==> src/rtl/fnd_pkg.sv <==
// Segment patterns (g..a, active-low), converter state encoding and helpers
// shared by the FND scan controller and its double-dabble engine.
package fnd_pkg;

    localparam logic [6:0] SEG_0     = 7'h40;
    localparam logic [6:0] SEG_1     = 7'h79;
    localparam logic [6:0] SEG_2     = 7'h24;
    localparam logic [6:0] SEG_3     = 7'h30;
    localparam logic [6:0] SEG_4     = 7'h19;
    localparam logic [6:0] SEG_5     = 7'h12;
    localparam logic [6:0] SEG_6     = 7'h02;
    localparam logic [6:0] SEG_7     = 7'h78;
    localparam logic [6:0] SEG_8     = 7'h00;
    localparam logic [6:0] SEG_9     = 7'h10;
    localparam logic [6:0] SEG_BLANK = 7'h7f;
    localparam logic [6:0] SEG_DASH  = 7'h3f;

    typedef enum logic [1:0] {
        ST_IDLE   = 2'd0,
        ST_CONV   = 2'd1,
        ST_COMMIT = 2'd2
    } conv_state_t;

    function automatic logic [63:0] pow10_max(input int n);
        logic [63:0] p;
        p = 64'd1;
        for (int i = 0; i < n; i++) begin
            p = p * 64'd10;
        end
        return p - 64'd1;
    endfunction

    function automatic logic [6:0] seg_decode(input logic [3:0] nib);
        logic [6:0] s;
        case (nib)
            4'd0:    s = SEG_0;
            4'd1:    s = SEG_1;
            4'd2:    s = SEG_2;
            4'd3:    s = SEG_3;
            4'd4:    s = SEG_4;
            4'd5:    s = SEG_5;
            4'd6:    s = SEG_6;
            4'd7:    s = SEG_7;
            4'd8:    s = SEG_8;
            4'd9:    s = SEG_9;
            default: s = SEG_BLANK;
        endcase
        return s;
    endfunction

endpackage

==> src/rtl/fnd_scan_ctrl_if.sv <==
// Load port of the FND scan controller: value, decimal points, valid/ready.
// master = producer datapath, slave = fnd_scan_ctrl.
interface fnd_scan_ctrl_if #(
    parameter int NUM_DIGITS = 4,
    parameter int DATA_W     = 14
);
    logic                  i_valid;
    logic [DATA_W-1:0]     i_data;
    logic [NUM_DIGITS-1:0] i_dp;
    logic                  o_ready;

    modport master (output i_valid, output i_data, output i_dp, input o_ready);
    modport slave  (input i_valid, input i_data, input i_dp, output o_ready);
endinterface

==> src/rtl/bin2bcd_seq.sv <==
// Sequential double-dabble: accept -> DATA_W shift cycles -> one-cycle done pulse.
// Ready only in IDLE; requests arriving while busy are dropped, never queued.
module bin2bcd_seq
    import fnd_pkg::*;
#(
    parameter int NUM_DIGITS = 4,
    parameter int DATA_W     = 14
) (
    input  logic                    clk,
    input  logic                    reset_n,
    input  logic                    i_valid,
    input  logic [DATA_W-1:0]       i_data,
    output logic                    o_ready,
    output logic                    o_done,
    output logic [4*NUM_DIGITS-1:0] o_bcd
);
    localparam int            CW   = $clog2(DATA_W + 1);
    localparam logic [CW-1:0] LAST = CW'(DATA_W - 1);

    conv_state_t             r_state;
    conv_state_t             w_state_nxt;
    logic [DATA_W-1:0]       r_shift;
    logic [4*NUM_DIGITS-1:0] r_bcd;
    logic [4*NUM_DIGITS-1:0] w_bcd_nxt;
    logic [CW-1:0]           r_cnt;
    logic                    w_accept;

    assign w_accept = i_valid && o_ready;
    assign o_bcd    = r_bcd;

    always_ff @(posedge clk or negedge reset_n) begin
        if (!reset_n) begin
            r_state <= ST_IDLE;
        end else begin
            r_state <= w_state_nxt;
        end
    end

    always_comb begin
        w_state_nxt = r_state;
        case (r_state)
            ST_IDLE:   if (i_valid) w_state_nxt = ST_CONV;
            ST_CONV:   if (r_cnt == LAST) w_state_nxt = ST_COMMIT;
            ST_COMMIT: w_state_nxt = ST_IDLE;
            default:   w_state_nxt = ST_IDLE;
        endcase
    end

    always_comb begin
        o_ready = 1'b0;
        o_done  = 1'b0;
        case (r_state)
            ST_IDLE:   o_ready = 1'b1;
            ST_COMMIT: o_done  = 1'b1;
            default:   ;
        endcase
    end

    // Carries out of the top nibble are dropped; such values are flagged as overflow upstream.
    always_comb begin
        w_bcd_nxt = r_bcd;
        for (int k = 0; k < NUM_DIGITS; k++) begin
            if (r_bcd[4*k +: 4] >= 4'd5) begin
                w_bcd_nxt[4*k +: 4] = r_bcd[4*k +: 4] + 4'd3;
            end
        end
        w_bcd_nxt = {w_bcd_nxt[4*NUM_DIGITS-2:0], r_shift[DATA_W-1]};
    end

    always_ff @(posedge clk or negedge reset_n) begin
        if (!reset_n) begin
            r_shift <= '0;
            r_bcd   <= '0;
            r_cnt   <= '0;
        end else if (w_accept) begin
            r_shift <= i_data;
            r_bcd   <= '0;
            r_cnt   <= '0;
        end else if (r_state == ST_CONV) begin
            r_shift <= r_shift << 1;
            r_bcd   <= w_bcd_nxt;
            r_cnt   <= r_cnt + 1'b1;
        end
    end

endmodule

==> src/rtl/fnd_scan_ctrl.sv <==
// Multiplexed common-anode FND driver: load -> display after DATA_W+1 cycles, digits scanned at SCAN_HZ.
// Loads only while o_ready; FND_LZ_BLANK_EN blanks leading zero digits.
module fnd_scan_ctrl
    import fnd_pkg::*;
#(
    parameter int NUM_DIGITS = 4,
    parameter int DATA_W     = 14,
    parameter int CLK_HZ     = 100_000_000,
    parameter int SCAN_HZ    = 1000
) (
    input  logic                  clk,
    input  logic                  reset_n,
    fnd_scan_ctrl_if.slave        ld,
    output logic                  o_ovf,
    output logic [NUM_DIGITS-1:0] fnd_com,
    output logic [7:0]            fnd_data
);
    localparam int          TICK_DIV = CLK_HZ / SCAN_HZ;
    localparam int          TW       = (TICK_DIV > 1) ? $clog2(TICK_DIV) : 1;
    localparam int          IW       = (NUM_DIGITS > 1) ? $clog2(NUM_DIGITS) : 1;
    localparam logic [63:0] MAX      = pow10_max(NUM_DIGITS);

    logic                    w_accept;
    logic                    w_done;
    logic [4*NUM_DIGITS-1:0] w_bcd;
    logic [NUM_DIGITS-1:0]   r_dp_hold;
    logic                    r_ovf_hold;
    logic [4*NUM_DIGITS-1:0] r_disp_bcd;
    logic [NUM_DIGITS-1:0]   r_disp_dp;
    logic                    r_ovf;
    logic [TW-1:0]           r_tick;
    logic                    w_tick;
    logic [IW-1:0]           r_idx;
    logic [NUM_DIGITS-1:0]   w_blank;
    logic [3:0]              w_nib;
    logic [6:0]              w_seg;

    assign w_accept = ld.i_valid && ld.o_ready;

    bin2bcd_seq #(
        .NUM_DIGITS (NUM_DIGITS),
        .DATA_W     (DATA_W)
    ) u_bin2bcd (
        .clk     (clk),
        .reset_n (reset_n),
        .i_valid (ld.i_valid),
        .i_data  (ld.i_data),
        .o_ready (ld.o_ready),
        .o_done  (w_done),
        .o_bcd   (w_bcd)
    );

    // dp and overflow travel alongside the conversion so the commit is atomic.
    always_ff @(posedge clk or negedge reset_n) begin
        if (!reset_n) begin
            r_dp_hold  <= '0;
            r_ovf_hold <= 1'b0;
        end else if (w_accept) begin
            r_dp_hold  <= ld.i_dp;
            r_ovf_hold <= 64'(ld.i_data) > MAX;
        end
    end

    always_ff @(posedge clk or negedge reset_n) begin
        if (!reset_n) begin
            r_disp_bcd <= '0;
            r_disp_dp  <= '0;
            r_ovf      <= 1'b0;
        end else if (w_done) begin
            r_disp_bcd <= w_bcd;
            r_disp_dp  <= r_dp_hold;
            r_ovf      <= r_ovf_hold;
        end
    end

    assign w_tick = (r_tick == TW'(TICK_DIV - 1));

    always_ff @(posedge clk or negedge reset_n) begin
        if (!reset_n) begin
            r_tick <= '0;
            r_idx  <= '0;
        end else begin
            r_tick <= w_tick ? '0 : r_tick + 1'b1;
            if (w_tick) begin
                r_idx <= (r_idx == IW'(NUM_DIGITS - 1)) ? '0 : r_idx + 1'b1;
            end
        end
    end

`ifdef FND_LZ_BLANK_EN
    logic w_lead;

    // Walk down from the top digit; a lit dp stops blanking for itself and everything below.
    always_comb begin
        w_blank = '0;
        w_lead  = 1'b1;
        for (int k = NUM_DIGITS - 1; k > 0; k--) begin
            w_lead     = w_lead && (r_disp_bcd[4*k +: 4] == 4'd0) && !r_disp_dp[k];
            w_blank[k] = w_lead;
        end
    end
`else
    assign w_blank = '0;
`endif

    assign w_nib = r_disp_bcd[{r_idx, 2'b00} +: 4];

    always_comb begin
        w_seg = seg_decode(w_nib);
        if (r_ovf) begin
            w_seg = SEG_DASH;
        end else if (w_blank[r_idx]) begin
            w_seg = SEG_BLANK;
        end
    end

    assign fnd_com  = ~(NUM_DIGITS'(1) << r_idx);
    assign fnd_data = {~r_disp_dp[r_idx], w_seg};
    assign o_ovf    = r_ovf;

endmodule

==> src/flat_wrapper.sv <==
// flat-port wrapper written by rule: the top's interface ports become plain ports
module fnd_scan_ctrl_flat import fnd_pkg::*;
#(
    parameter int NUM_DIGITS = 4,
    parameter int DATA_W     = 14,
    parameter int CLK_HZ     = 100_000_000,
    parameter int SCAN_HZ    = 1000
)
  (clk, reset_n, o_ovf, fnd_com, fnd_data, ld_i_valid, ld_i_data, ld_i_dp, ld_o_ready);
  fnd_scan_ctrl_if #(.NUM_DIGITS(NUM_DIGITS), .DATA_W(DATA_W)) ld_i ();
  input  logic clk;
  input  logic reset_n;
  output logic o_ovf;
  output logic [NUM_DIGITS-1:0] fnd_com;
  output logic [7:0] fnd_data;
  input wire logic [$bits(ld_i.i_valid)-1:0] ld_i_valid;
  input wire logic [$bits(ld_i.i_data)-1:0] ld_i_data;
  input wire logic [$bits(ld_i.i_dp)-1:0] ld_i_dp;
  output wire logic [$bits(ld_i.o_ready)-1:0] ld_o_ready;
  assign ld_i.i_valid = ld_i_valid;
  assign ld_i.i_data = ld_i_data;
  assign ld_i.i_dp = ld_i_dp;
  assign ld_o_ready = ld_i.o_ready;
  fnd_scan_ctrl #(.NUM_DIGITS(NUM_DIGITS), .DATA_W(DATA_W), .CLK_HZ(CLK_HZ), .SCAN_HZ(SCAN_HZ)) u_core (.clk(clk), .reset_n(reset_n), .ld(ld_i), .o_ovf(o_ovf), .fnd_com(fnd_com), .fnd_data(fnd_data));
endmodule
==> config.mk <==
export PLATFORM = sky130hd
export DESIGN_NAME = fnd_scan_ctrl_flat
export DESIGN_NICKNAME = d
export VERILOG_FILES = /design/src/rtl/fnd_pkg.sv /design/src/rtl/fnd_scan_ctrl_if.sv /design/src/rtl/bin2bcd_seq.sv /design/src/rtl/fnd_scan_ctrl.sv /design/src/flat_wrapper.sv
export SDC_FILE = /design/constraint.sdc
export NUM_CORES = 1
export LEC_CHECK = 0
export ABC_AREA = 1
export CAP_MARGIN = 20
export CORE_AREA = 4 4 95 97
export DETAILED_ROUTE_END_ITERATION = 10
export DIE_AREA = 0 0 99 101
export PLACE_DENSITY_LB_ADDON = 0.15
export SYNTH_ARGS = -nofsm -noshare
export SYNTH_HDL_FRONTEND = slang
export SYNTH_SLANG_ARGS = --single-unit
==> constraint.sdc <==
create_clock -name clk -period 2.1 [get_ports clk]
set_input_delay 0.63 -clock clk [delete_from_list [all_inputs] [get_ports clk]]
set_output_delay 0.63 -clock clk [all_outputs]
set_load 0.02 [all_outputs]
### Word-level counts from Yosys, hierarchy flattened

Memory sizes are Yosys's and may differ from the RTL's.
Cells that the tools add are included.
W data, S select, Z words.

| operators by class | value |
|---|---|
| add/sub/neg operators | 7 |
| multipliers | 0 |
| div/mod/pow operators | 0 |
| magnitude comparators | 6 |
| eq/ne operators | 7 |
| shift-type cells | 2 |
| multiplexer cells | 23 |
| bitwise logic cells | 2 |
| reductions and logical operators | 4 |

Operators with widths:

| kind | count |
|---|---|
| $mux W16 | 2 |
| $mux W14 | 2 |
| $mux W4 | 5 |
| $add A17 B1 Y17 const B | 1 |
| $eq A17 B17 Y1 const B | 1 |
| $mux W17 | 1 |
| $ge A4 B3 Y1 const B | 4 |
| $shiftx A16 B5 Y4 | 1 |
| $gt A14 B14 Y1 const B | 1 |
| $mux W7 | 2 |
| $add A4 B2 Y4 const B | 3 |
| $mux W2 | 3 |
| $add A4 B1 Y4 const B | 1 |
| $bmux W1 S2 | 2 |
| $eq A2 B2 Y1 const B | 2 |
| $eq A4 B4 Y1 const B | 1 |
| $mux W1 | 4 |
| $ne A2 B2 Y1 const B | 2 |
| $not A4 Y4 | 1 |
| $pmux W2 S2 | 1 |
| $shl A1 B2 Y4 const A | 1 |
| $add A3 B2 Y3 const B | 1 |
| $lt A2 B3 Y1 const B | 1 |
| $mux W3 | 1 |
| other kinds (7) | 7 |

| word-level totals | value |
|---|---|
| bits in registers | 81 |
| latch bits | 0 |
| RAM bits | 0 |
| ROM bits | 112 |
| logic and storage cells | 63 |
| memories | 1 |

Memories:

| name | depth | width | rd ports | clocked after Yosys merged registers in | write ports | RTL line | source |
|---|---|---|---|---|---|---|---|
| (name not given) | 16 | 7 | 1 | 0 | 0 | fnd_pkg.sv:35 | `case (nib)` |

### Depth between registers and ports, before layout

| logic depth | value |
|---|---|
| depth after elaboration | 4 |
| depth in mapped cells | 11 |
| depth with buffers taken out | 10 |

### By module

A second synthesis with hierarchy kept.

| unflattened totals | value |
|---|---|
| cell total of the unflattened synthesis | 528 |
| area total of the unflattened synthesis | 4335.4 µm² |

By module, submodules not included:

| module | instances | cells an instance | area an instance (µm²) |
|---|---|---|---|
| fnd_scan_ctrl | 1 | 282 | 2427.3 |
| bin2bcd_seq | 1 | 246 | 1908.1 |

### Worst setup path before layout

OpenSTA, ideal clock, no wires.

| timing | value |
|---|---|
| path kind | flip-flop to output port |
| start point | register u_core.r_idx[0] |
| end point | output fnd_data[5] |
| data arrival time | 1540 ps |
| slack | -70 ps |
| cell stages (with the launch flop) | 10 |
| path buffers | 1 |
| cell sequence | dfrtp_1 > buf_4 > nand2_1 > nand3_1 > nand2_1 > inv_1 > ha_1 > nand3b_1 > nand3_1 > nand3_1 |

| between the ends | value |
|---|---|
| word-level cells in the longest chain between the ends | 4 |
| elaborated cells on any way between the ends | 6 |
| those cells by class | shift (1); mux (4); memory (1) |

RTL lines:

| element | RTL line | source |
|---|---|---|
| start: declaration | fnd_scan_ctrl.sv:33 | `logic [IW-1:0] r_idx;` |
| start signal: assignment | fnd_scan_ctrl.sv:85 | `r_idx <= (r_idx == IW'(NUM_DIGITS - 1)) ? '0 : r_idx + 1'b1;` |
| $shiftx A16 B5 Y4 or $bmux W1 S2 (tied branches) | fnd_scan_ctrl.sv:106, fnd_scan_ctrl.sv:112 |  |
| $mem_v2 Z16 W7 or $mux W1 (tied branches) | - |  |
| $mux W7 * | fnd_scan_ctrl.sv:112 | `end else if (w_blank[r_idx]) begin` |
| $mux W7 * | fnd_scan_ctrl.sv:110 | `if (r_ovf) begin` |
| end: declaration | flat_wrapper.sv:15 | `output logic [7:0] fnd_data;` |

Mark *: on every way between the ends. The rest lies on a longest branch, timed or not. The select of a mux whose other input is x is not followed.

### Final worst setup path

| timing | value |
|---|---|
| start point | register u_core.r_idx[0] |
| end point | output fnd_data[6] |

The elaborated chain is that of the path after synthesis.

==> flow_summary.json <==
{
  "syn_inst": 517,
  "met2_usage": 0.3161,
  "synth-edff-count": 0,
  "clockRootBuffer": "clkbuf_8",
  "chipHeight_um": 101,
  "yosysSeqAreaShare": 0.4759,
  "rows": 33,
  "dr.first_iter.drc_count": 187,
  "ys.warnings.count": 0,
  "setup.worst_path.class": "reg -> out",
  "portBuffers": 34,
  "numCtsBuffers": 9,
  "hp-class": "in -> async",
  "final_cell_mix": "nand2_1 (102), dfrtp_1 (80), inv_1 (70)",
  "synth-xor-area-share": 0.01851,
  "worst_pin_slew_ns": 0.3676,
  "status": "finished, violations left",
  "final_common_cell": "nand2_1",
  "via_per_inst": 5.222,
  "period_needed_ns": 2.500,
  "dp_hpwl_um": 6358,
  "ys_seq_elements": 81,
  "required_ns": 1.47,
  "violations": "setup timing",
  "clock-sinks": 81,
  "grt_pass1_vias": 3381,
  "ios": 35,
  "max_stage_delay_ns": 0.48,
  "timing.rr.end": "u_core.r_idx[0]",
  "syn_nets": 559,
  "cpMaxStageDelayCell": "dfrtp_2",
  "drv_cap": 0,
  "coreArea_um2": 8134,
  "multi_input_area_um2": 2041,
  "fill_cells": 685,
  "muxShareOfSynthArea": 0,
  "clk_latency_ns": 0.35,
  "crit_family": "simple AND/OR/NAND/NOR gates",
  "crit_buf_inv": 4,
  "finalSetupViolCount": 8,
  "drc": 0,
  "finalNonFillerCells": 684,
  "cp_max_fo": 7,
  "hold_viol": 0,
  "grt_pass1_wl_um": 16240,
  "synth_area_um2": 4259,
  "p_per_area_nw_per_um2": 1210,
  "worstSetupStartpoint": "u_core.r_idx[0]",
  "placed_area_um2": 4841,
  "clk_pin_slew_ns": 0.08,
  "start_kind": "flop",
  "maxSlewHeadroom": 0.7549,
  "fp.dieW_um": 99,
  "cts.path.max_buffers": 2,
  "firstDrtPassIters": 4,
  "cts_tree": "yes",
  "finClkSkew_ns": 0.009460,
  "worstReg2RegStart": "u_core.r_tick[0]",
  "synthSimpleGateAreaFrac": 0.2397,
  "crit_top_cell": "nand3_2",
  "r2r_setup_slack_ns": 0.57,
  "ys_async_sr_fraction": 1.000,
  "num_vias": 3572,
  "fmax_mhz": 400.0,
  "grt-busiest-layer": "met2",
  "dieArea_um2": 9999,
  "grt_max_degree": 50,
  "synth-main-ff-cell": "dfrtp_1",
  "leakagePower_nw": 2.651,
  "worstPathCellList": "inv_4, buf_4, nand2_1, nand3_2, buf_6, nand3_2, nand3_2, nand2_1, nor2_2, buf_6",
  "met1_usage": 0.2789,
  "ir_worst_vdd_mv": 0.6239,
  "r2r_cells": 8,
  "grtUsageMet3": 0.03529,
  "synth_top_family_by_area": "simple AND/OR/NAND/NOR gates",
  "gr-total-overflow": 0,
  "h-tree-depth": 3,
  "area_delta_synth_final_pct": 26.70,
  "critPathArrivalTime_ns": 1.87,
  "fin_area_um2": 5396,
  "fin_crit_sh": 1.191,
  "routed_wirelength_um": 9338,
  "regArea_um2": 2028,
  "setup_ws_ns": -0.4002,
  "track_usage": 0.2000,
  "final_layout_size_suffix_gt1_frac": 0.1986,
  "nNetsFinal": 616,
  "drv_slew": 0,
  "synth_adder_area_share": 0.06169,
  "endpoint_kind": "output pin",
  "avgSynthCellArea_um2": 8.238,
  "final_util": 0.6634,
  "antennaDiodeCount": 0,
  "rsz0062_at_grt": "true",
  "ys_types": 35,
  "synth_compound_area_frac": 0.1134,
  "dp.cells": 663,
  "wl_per_cell_um": 13.65,
  "ant_nets": 0,
  "antenna_found_initial": 0,
  "start_util": 0.5236,
  "gp_congestion": 0.8708
}
## power by group
part           internal [mW]  switching [mW]
clock                  0.912           0.598
combinational           1.07            1.56
sequential              2.09           0.306
total                   4.07            2.46
## per-stage QoR
stage | setup TNS [ns] | power (mW) | hold WS, ns | setup slack [ns]
final | -2.632 | 6.529 | 0.1014 | -0.4002
after global routing | -3.420 | 7.074 | 0.09542 | -0.4932
after CTS | -2.395 | 6.504 | 0.09503 | -0.3592
after detailed placement | -3.631 | 4.782 | 0.4527 | -0.5499
after global placement | -2.958 | 4.692 | 0.4449 | -0.4571
after floorplan | 0 | 4.016 | 0.3344 | 0.01550
## logic make-up (layout without fill, tap and decap cells)
group	count (synthesis)	after routing
simple gates	229	229
fa+ha+maj	21	21
compound gates	83	83
buf+inv	94	156
flops	81	81
xor+xnor	9	9
## how the worst max path moves through the flow
stage	to	slack (ns)	cells past startpoint
final	fnd_data[6]	-0.40	10
after global routing	fnd_data[6]	-0.49	11
after CTS	fnd_data[5]	-0.36	10
after detailed placement	fnd_data[6]	-0.55	11
after global placement	fnd_data[6]	-0.46	11
after floorplan	fnd_data[6]	0.02	11
## flip-flops by register name, indices dropped and copies added, names as in the netlist, 2 cells and up
signal / cells
u_core.r_idx: 2
u_core.u_bin2bcd.r_shift: 14
u_core.r_disp_dp: 4
u_core.u_bin2bcd.o_bcd: 16
u_core.r_dp_hold: 4
u_core.r_tick: 17
u_core.u_bin2bcd.r_cnt: 4
u_core.u_bin2bcd.r_state: 2
u_core.r_disp_bcd: 16
## cell type report
| class | count | share of cell area |
|---|---|---|
| clock buffer | 9 | 0.02295 |
| multi-input combinational | 342 | 0.3782 |
| timing repair buffer | 61 | 0.1145 |
| clock inverter | 7 | 0.02643 |
| tap | 105 | 0.02434 |
| inverter | 79 | 0.05773 |
| sequential | 81 | 0.3758 |
## repair_timing
| action | CTS | global route |
|---|---|---|
| gates resized for setup | 117 | 12 |
| pin swaps | 20 | 5 |
| buffers inserted | 6 | 0 |
| gates cloned | 0 | 0 |
| hold buffers | 0 | 0 |
| endpoints found under the setup margin | 13 | 12 |
## synth_stat cells (2+ instances only)
master    number  share of area
clkbuf_1       3         0.0026
nand2_2        7          0.010
o21bai_1       2         0.0035
dfrtp_1       81           0.48
nand3_1       53          0.062
o21ai_1        6         0.0071
buf_4          3         0.0053
buf_2          8         0.0094
o211ai_1       3         0.0053
inv_2          4         0.0035
inv_1         74          0.065
nor2_4         2         0.0053
nand3_2        2         0.0047
nand2_1      113           0.10
xor2_1         8          0.016
o22ai_1        5         0.0073
o21ai_0       47          0.055
ha_1          21          0.062
a21oi_1        7         0.0082
o221ai_1       9          0.019
nand3b_1       3         0.0053
nand4_1        4         0.0059
nor2_1        38          0.033
nor3_1         3         0.0035
## routing by layer
metal  part of all wire  vias to the layer above
met3              0.042                       17
met1               0.47                     1689
met5                  0                        -
met4              0.015                        0
met2               0.47                       80
li1                   -                     1786
(Power assumes the default switching activity.)
